<file path="src/rtl/ifetch_pkg.sv">
// Shared definitions for the instruction-fetch stage and the PC register.
package ifetch_pkg;

  localparam int INSTR_W = 32;
  localparam logic [31:0] PC_RESET = 32'h0000_3000;

  // Fetch FSM state encoding.
  typedef logic [1:0] state_t;
  localparam state_t IDLE = 2'd0;
  localparam state_t REQ  = 2'd1;
  localparam state_t HOLD = 2'd2;
  localparam state_t DROP = 2'd3;

  function automatic logic pc_aligned(input logic [31:0] addr);
    return addr[1:0] == 2'b00;
  endfunction

endpackage

</file>
<file path="src/rtl/ifetch.sv">
// Instruction-fetch stage: one imem req/ack transaction per fetch, result held in
// the instruction register with a valid/ready handoff to decode.
module ifetch
  import ifetch_pkg::*;
#(
  parameter logic [31:0] RESET_PC = PC_RESET
) (
  input  logic               clk,
  input  logic               rst,
  input  logic [31:0]        pc,
  input  logic               fetch_en,
  input  logic               flush,
  output logic               imem_req,
  output logic [31:0]        imem_addr,
  input  logic               imem_ack,
  input  logic [INSTR_W-1:0] imem_rdata,
  output logic [INSTR_W-1:0] ir,
  output logic [31:0]        ir_pc,
  output logic               ir_valid,
  input  logic               ir_ready,
  output logic               pc_write,
  output logic [31:0]        npc_seq,
  output logic               misalign
);

  state_t state;

  assign npc_seq = ir_pc + 32'd4;

  // NOTE: all state below uses non-blocking assignments so every register samples
  // the pre-edge values; blocking here would create order-dependent races.
  always_ff @(posedge clk or negedge rst) begin
    if (!rst) begin
      state     <= IDLE;
      imem_req  <= 1'b0;
      imem_addr <= RESET_PC;
      ir        <= '0;
      ir_pc     <= RESET_PC;
      ir_valid  <= 1'b0;
      pc_write  <= 1'b0;
      misalign  <= 1'b0;
    end else begin
      // NOTE: pc_write defaults low every cycle so it can only ever be a single-cycle pulse.
      pc_write <= 1'b0;
      case (state)
        IDLE: begin
          if (fetch_en) begin
            if (pc_aligned(pc)) begin
              imem_addr <= pc;
              imem_req  <= 1'b1;
              state     <= REQ;
            end else begin
              misalign <= 1'b1;
            end
          end
        end

        REQ: begin
          if (imem_ack) begin
            imem_req <= 1'b0;
            if (flush) begin
              state <= IDLE;
            end else begin
              ir       <= imem_rdata;
              ir_pc    <= imem_addr;
              ir_valid <= 1'b1;
              pc_write <= 1'b1;
              state    <= HOLD;
            end
          end else if (flush) begin
            state <= DROP;
          end
        end

        // Request must stay up until memory answers; the data is thrown away.
        DROP: begin
          if (imem_ack) begin
            imem_req <= 1'b0;
            state    <= IDLE;
          end
        end

        HOLD: begin
          if (flush) begin
            ir_valid <= 1'b0;
            state    <= IDLE;
          end else if (ir_ready) begin
            ir_valid <= 1'b0;
            state    <= IDLE;
            if (fetch_en) begin
              if (pc_aligned(pc)) begin
                imem_addr <= pc;
                imem_req  <= 1'b1;
                state     <= REQ;
              end else begin
                misalign <= 1'b1;
              end
            end
          end
        end

        default: state <= IDLE;
      endcase
    end
  end

endmodule

</file>
<file path="config.mk">
export PLATFORM = sky130hd
export DESIGN_NAME = ifetch
export DESIGN_NICKNAME = d
export VERILOG_FILES = /design/src/rtl/ifetch_pkg.sv /design/src/rtl/ifetch.sv
export SDC_FILE = /design/constraint.sdc
export NUM_CORES = 1
export LEC_CHECK = 0
export BUFFER_PORTS_ARGS = -buffer_cell sky130_fd_sc_hd__buf_4
export CAP_MARGIN = 20
export CORE_MARGIN = 3
export CORE_UTILIZATION = 42
export CTS_CLUSTER_SIZE = 16
export DETAILED_ROUTE_END_ITERATION = 10
export PLACE_DENSITY = 0.76
export SYNTH_ARGS = -nofsm -noshare
export SYNTH_HDL_FRONTEND = slang
export SYNTH_SLANG_ARGS = --single-unit
export TNS_END_PERCENT = 50
</file>
<file path="constraint.sdc">
create_clock -name clk -period 1.8 [get_ports clk]
set_clock_uncertainty 0.2 [all_clocks]
set_input_delay 0.18 -clock clk [delete_from_list [all_inputs] [get_ports clk]]
set_output_delay 0.18 -clock clk [all_outputs]
set_load 0.02 [all_outputs]
</file>
# Yosys cells after proc, flatten, opt, wreduce, memory -nomap -nowiden
# Index checks and enable logic that the tools add are counted.
# totals
output_inout_bits	132
inputBits	70
regBits	102
wordCells	68
# classes
add_sub_neg	1
reduce_logical	10
eq_ne	13
bitwise_logic	1
n_mux	35
# op_table
op	count
2-to-1 mux 32 bit	4
one-hot mux 32 bit (2 select lines)	1
adder 32 x 3 -> 32 bit, second input constant	1
2-to-1 mux 1 bit	18
2-to-1 mux 2 bit	8
inequality test 2 bit, second input constant	7
AND reduction 3 bit	3
one-hot mux 2 bit (4 select lines)	1
inequality test 3 bit, second input constant	2
AND reduction 5 bit	1
== test 2 bit, second input constant	2
zero test 2 bit	2
one-hot mux 1 bit (2 select lines)	2
AND reduction 4 bit	1
nonzero test 2 bit	2
one-hot mux 1 bit (3 select lines)	1
== test 2 x 1 -> 1 bit, second input constant	1
inequality test 2 x 1 -> 1 bit, second input constant	1
OR reduction 2 bit	1
inverter 1 bit	1

# Longest topological paths before layout
# Gate-level depths: netlist of run 1.
# depth
ltp_word	6
ltp_mapped	6
ltp_nobuf	5

# Worst setup path before layout of run 1
# OpenSTA, ideal clock, no wires.
# synth_timing
kind	register to output
from	register ir_pc[12]
to	output npc_seq[25]
path_buffers	0
setup_slack_ps	-358
required_time_ps	1420
stages_incl_launch_ff	5
t_arrival_ps	1778
cell_sequence	dfstp_2 and4_1 nand4_2 nor4_1 xor2_1
# synth_between
elab_chain_cells	1
# synth_rtl
element	line	source
start: declaration	ifetch.sv:18	output logic [31:0] ir_pc,
start signal: assignment	ifetch.sv:65	ir_pc <= imem_addr;
adder 32 x 3 -> 32 bit	ifetch.sv:28	assign npc_seq = ir_pc + 32'd4;
end: declaration	ifetch.sv:22	output logic [31:0] npc_seq,
# Every way passes these cells.

# Worst setup path in the final report of run 1
# layout_timing
from	register ir_pc[13]
to	output npc_seq[28]
# The elaborated chain is that of the path after synthesis.

==> flow_summary.ini, run 1 <==
[run_status]
violations = setup timing
status = finished with violations

[floorplan]
pin_count = 202
die_y_microns = 108
initial_core_util_pct = 44.0
dieArea_sq_um = 11700
core_sq_um = 10000
rows = 36
die_w_microns = 108

[critical_path]
cp_cell_sequence = and4_4, nand4_4, buf_12, nor3_4, xor2_2, buf_4
critPathArrivalTime_ns = 2.00
r2r_slack_ns = -0.07
slowest_delay_ns = 0.55
worst-path-buf-inv = 2
start_kind = flop
crit_family = flip-flops
crit_fanout = 10
cp_slowest_cell = dfstp_2
end_kind = primary output
worstPathRequired_ns = 1.42
critPathKind = flop to primary output

[grt]
grt_use_total_pct = 23.9
gr-total-overflow = 0
grt_max_degree = 40
grt_pass1_wl_microns = 21500
antenna_found_initial = 0
grt_pass1_vias = 4221

[routing]
drtIter0Drc = 148
antenna_left = 0
vias = 3974
dr.pass1.iters = 4
wl_microns = 15200
wl_per_cell_microns = 19.1
viasPerCell = 4.99
drcViolationCount = 0

[logic_synthesis]
synth_area_sq_um = 4400
synth_area_leader_cell = dfrtp_1
yosysTopAreaCellShare_pct = 55.7
synth_area_leaders = dfrtp_1 (56%), mux2_2 (16%), mux2_1 (6.7%)
async_flop_share_pct = 100
syn_nets = 400
synth-seq-cells = 102
synth_cell_types = 31
synth_area_per_cell_sq_um = 13.4
synth_edf_count = 0
ys_seq_area_share_pct = 58.1
synth_flop_cell = dfrtp_1
yosysWarnings = 0
synthCells = 329

[cts]
cts_htree_levels = 3
cts_tree = done
clockBufferDepth = 2
numCtsBuffers = 9
cts.sinks = 102
clock-root-buffer = clkbuf_8
clkTransAtPathRegs_ns = 0.11
clkLatencyLatePin_ns = 0.38

[job]
drv_cap = 0

[final_layout]
nets = 729
final_cell_mix = buf_4 (230), dfrtp_1 (92), dlygate4sd3_1 (69), mux2_2 (58), mux2_4 (29)
syn_to_final_growth_pct = 87.3
drive_gt1_share_pct = 65.8
final_common_cell = buf_4
insertedDiodeCount = 0

[pwr]
ir_drop_uv = 990
power_leakage_nw = 4.04
cellPowerDensity_nw_per_um2 = 1470
power_mw = 12.1

[placement]
port-buffer-count = 201
post-place-ws_ns = -0.184
place.gp.congestion = 0.802
dp_hpwl_microns = 9400

[sta]
setup_violations = 48
hold_viol = 0
post-route-min-period_ns = 2.38
finalCritPeriodShare_pct = 132
drv_slew = 0
fin_ws_ns = -0.583
worstMarginPinSlew_ns = 0.536
fmax_ghz = 0.420
grt_setup_unrepaired = true
slew_headroom_pct = 64.3

[min_path]
worst_hold_path_type = primary input to flop
state kept, by name, summed over array words and instances (netlist names):
register   count
imem_addr     32
ir            32
ir_pc         32
state          2
imem_req       1
ir_valid       1
misalign       1
pc_write       1
worst min-delay path: stages:
cell     delay, ns
buf_4         0.11
inv_1         0.05
a31oi_1       0.14
o21ai_0       0.07
synth_stat cells, types with 3 or more instances:
cell type	instances
o21ai_0	11
nand2_1	17
buf_2	8
mux2_2	62
inv_1	7
and3_1	3
nand2b_1	4
dfrtp_1	98
and4_1	4
nor3_1	12
xor2_1	18
mux2_1	26
nand3_1	9
xnor2_1	10
nor2_1	9
nor2b_1	3
buf_4	5
dfstp_2	4
final timing paths:
path / startpoint / to / cells past startpoint
setup / recovery: ir_pc[13] / npc_seq[28] / 6
hold / removal: flush / ir_valid / 4
setup reg to reg: state[0] / imem_addr[31] / 6
hold reg to reg: misalign / misalign / 1
max in group asynchronous: rst / misalign / 3
min in group asynchronous: rst / imem_addr[14] / 2
stage by stage:
step	instances	TNS [ns]	hold WS, ns	utilization [%]	instance area [sq um]
final	796	-13.34	0.0250	82.4	8240
after global routing	796	-16.59	0.0217	82.4	8240
after CTS	783	-12.03	0.000257	79.0	7900
after detailed placement	694	-3.85	-0.00646	67.1	6710
after global placement	694	-1.56	-0.0121	67.1	6710
after floorplan	329	-4.24	-0.316	-	4710
power breakdown:
group,switching (mW),internal (mW),total [mW]
Combinational,3.40,3.32,6.72
Sequential,0.577,3.11,3.68
Clock,0.812,0.922,1.73
Total,4.79,7.35,12.1
logic make-up after synthesis:
family / share of synthesized area, %
flip-flops: 58.1
multiplexers: 22.5
AND/OR/NAND/NOR: 9.30
XOR/XNOR: 5.57
buffers and inverters: 2.53
AO/OA/AOI/OAI: 1.68
adder cells (fa/ha/maj): 0.284
layer usage:
metal | share of wire [%] | global-route usage (%) | vias up
met5 | 0 | 0 | -
met4 | 2.1 | 8.84 | 0
met3 | 7.2 | 6.39 | 23
met2 | 51 | 43.0 | 152
met1 | 39 | 27.2 | 2010
li1 | - | - | 1789
layout make-up:
type                            instances  area, sq um
Multi-Input combinational cell        205         2340
Fill cell                             515         1760
Sequential cell                       102         2560
Inverter                                7         26.3
Clock buffer                           10          128
Timing Repair Buffer                  333         2910
Tap cell                              133          166
Clock inverter                          6          110
timing repair:
action                                  CTS  global route
gates cloned                              0             3
hold endpoints to repair                154             0
pin swaps                                15             8
hold buffers                             69             0
resized for setup                        48            44
endpoints found under the setup margin   93            82
buffers inserted                          4            10
Power figures use the tool's default switching activity.
==> run 2, diff against run 1 <==
Settings changed: CORE_UTILIZATION 42 to 50, GPL_TIMING_DRIVEN set to 0, PLACE_DENSITY 0.76 to 0.85.
Clock period 1.8 ns to 2.9 ns, I/O delays scaled along.
==> flow_summary.ini, run 2 (synthesis gave the netlist of run 1 again) <==
[critical_path]
worstPathRequired_ns = 2.41
crit_fanout = 10
cp_slowest_cell = dfstp_2
cp_cell_sequence = and4_1, nand4_2, nor4_2, xnor2_1, buf_4
reg2regPathDepth = 5
rr_endpoint = imem_addr[16]
slowest_delay_ns = 0.60
critPathKind = flop to primary output
critPathArrivalTime_ns = 2.25
start_kind = flop
rr_startpoint = state[0]
r2r_slack_ns = 0.65
end_kind = primary output

[placement]
dp_hpwl_microns = 9080
placed_cells = 636
port-buffer-count = 201
place.gp.congestion = 0.888
post-place-ws_ns = 0.545

[cts]
cts_htree_levels = 3
clock-root-buffer = clkbuf_8
clkTransAtPathRegs_ns = 0.10
clkLatencyLatePin_ns = 0.36
post_cts_buffers = 0
cts_tree = done
numCtsBuffers = 9
cts.sinks = 102
clockBufferDepth = 2

[pwr]
comb_power_share_pct = 48.9
netSwitchingFraction_pct = 41.8
p_int_mw = 3.67
power_leakage_nw = 3.33
p_sw_mw = 2.63
cellPowerDensity_nw_per_um2 = 916
power.share.clock_pct = 12.7
p_seq_share_pct = 38.5
ir_drop_uv = 505

[routing]
viasPerCell = 5.21
drcViolationCount = 0
vias = 3726
wl_per_cell_microns = 19.1
antenna_left = 0
dr.pass1.iters = 4
wl_microns = 13700
drtIter0Drc = 131

[final_layout]
fillerInstances = 445
nets = 677
stdcell_count = 715
final_cell_mix = buf_4 (206), dfrtp_1 (98), dlygate4sd3_1 (64), mux2_2 (62), mux2_1 (26)
syn_to_final_growth_pct = 56.3
insertedDiodeCount = 0
reg_top3 = imem_addr (32), ir (32), ir_pc (32)
drive_gt1_share_pct = 49.2
final_common_cell = buf_4

[grt]
antenna_found_initial = 0
grt_pass1_wl_microns = 21100
grt_max_degree = 53
grt_pass1_vias = 4091
grt_use_total_pct = 27.7
gr-total-overflow = 0

[sta]
setup_tns_ns = 0
setup_violations = 0
slew_headroom_pct = 54.4
fin_ws_ns = 0.162
fmax_ghz = 0.365
whs_ns = 0.0100
post-route-min-period_ns = 2.74
grt_setup_unrepaired = false
finalCritPeriodShare_pct = 94.4
worstMarginPinSlew_ns = 0.685
drv_slew = 0
hold_viol = 0

[floorplan]
die_y_microns = 99.8
core_sq_um = 8380
die_w_microns = 99.8
initial_core_util_pct = 52.5
pin_count = 202
dieArea_sq_um = 9960
rows = 33

[run_status]
status = completed

[min_path]
min-delay-start = pc[1]
worst_hold_path_type = primary input to flop
hold_end = misalign
min_delay_path_depth = 3

[job]
drv_cap = 0
run 2: area by class of cell:
type | count | area, sq um | share of cell area, %
multi-input cells | 205 | 1740 | 25.3
clock buffers | 10 | 128 | 1.86
plain buffers | 15 | 85.1 | 1.24
repair buffers | 266 | 2180 | 31.6
clock inverters | 5 | 36.3 | 0.527
inverters | 7 | 26.3 | 0.382
well taps | 105 | 131 | 1.91
flip-flops and latches | 102 | 2560 | 37.2
run 2: stage by stage:
| step | instance area, sq um | power [mW] | util (%) |
|---|---|---|---|
| 2_1_floorplan | 4400 | 3.89 | - |
| 3_3_place_gp | 6040 | 5.32 | 72.1 |
| 3_5_place_dp | 6070 | 5.41 | 72.4 |
| 4_1_cts | 6870 | 6.26 | 82.0 |
| 5_1_grt | 6880 | 6.60 | 82.1 |
| 6_report | 6880 | 6.30 | 82.1 |
run 2: how the worst max path moves through the flow:
stage | startpoint | end | slack (ns)
finish | ir_pc[12] | npc_seq[30] | 0.16
global route | ir_pc[2] | npc_seq[30] | 0.04
CTS | ir_pc[12] | npc_seq[30] | 0.13
detailed placement | ir_pc[12] | npc_seq[30] | 0.54
global placement | ir_pc[12] | npc_seq[30] | 0.61
floorplan | ir_pc[12] | npc_seq[25] | 0.63
run 2: layer usage:
metal | share of wire, % | global-route usage [%]
met5 | 0 | 0
met4 | 2.1 | 8.72
met3 | 9.5 | 9.59
met1 | 35 | 29.8
met2 | 53 | 50.8
run 2: what timing repair did:
action                                 4_1_cts  5_1_grt
resized for setup                            0        1
hold buffers                                64        0
setup endpoints to repair                    0        1
endpoints found under the hold margin      113        0
run 2: critical path, delay by kind of cell, from the launching register on:
family                 cells  cell delay, ns
XOR/XNOR                   1            0.17
AND/OR/NAND/NOR            3            0.94
flip-flops                 1            0.60
buffers and inverters      1            0.18
run 2: power by group through the flow:
stage	logic (mW)	clock network [mW]	registers [mW]
6_report	3.08	0.797	2.42
5_1_grt	3.24	0.871	2.49
4_1_cts	3.06	0.803	2.40
3_5_place_dp	2.98	0	2.43
3_3_place_gp	2.93	0	2.39
2_1_floorplan	0.961	0	2.92
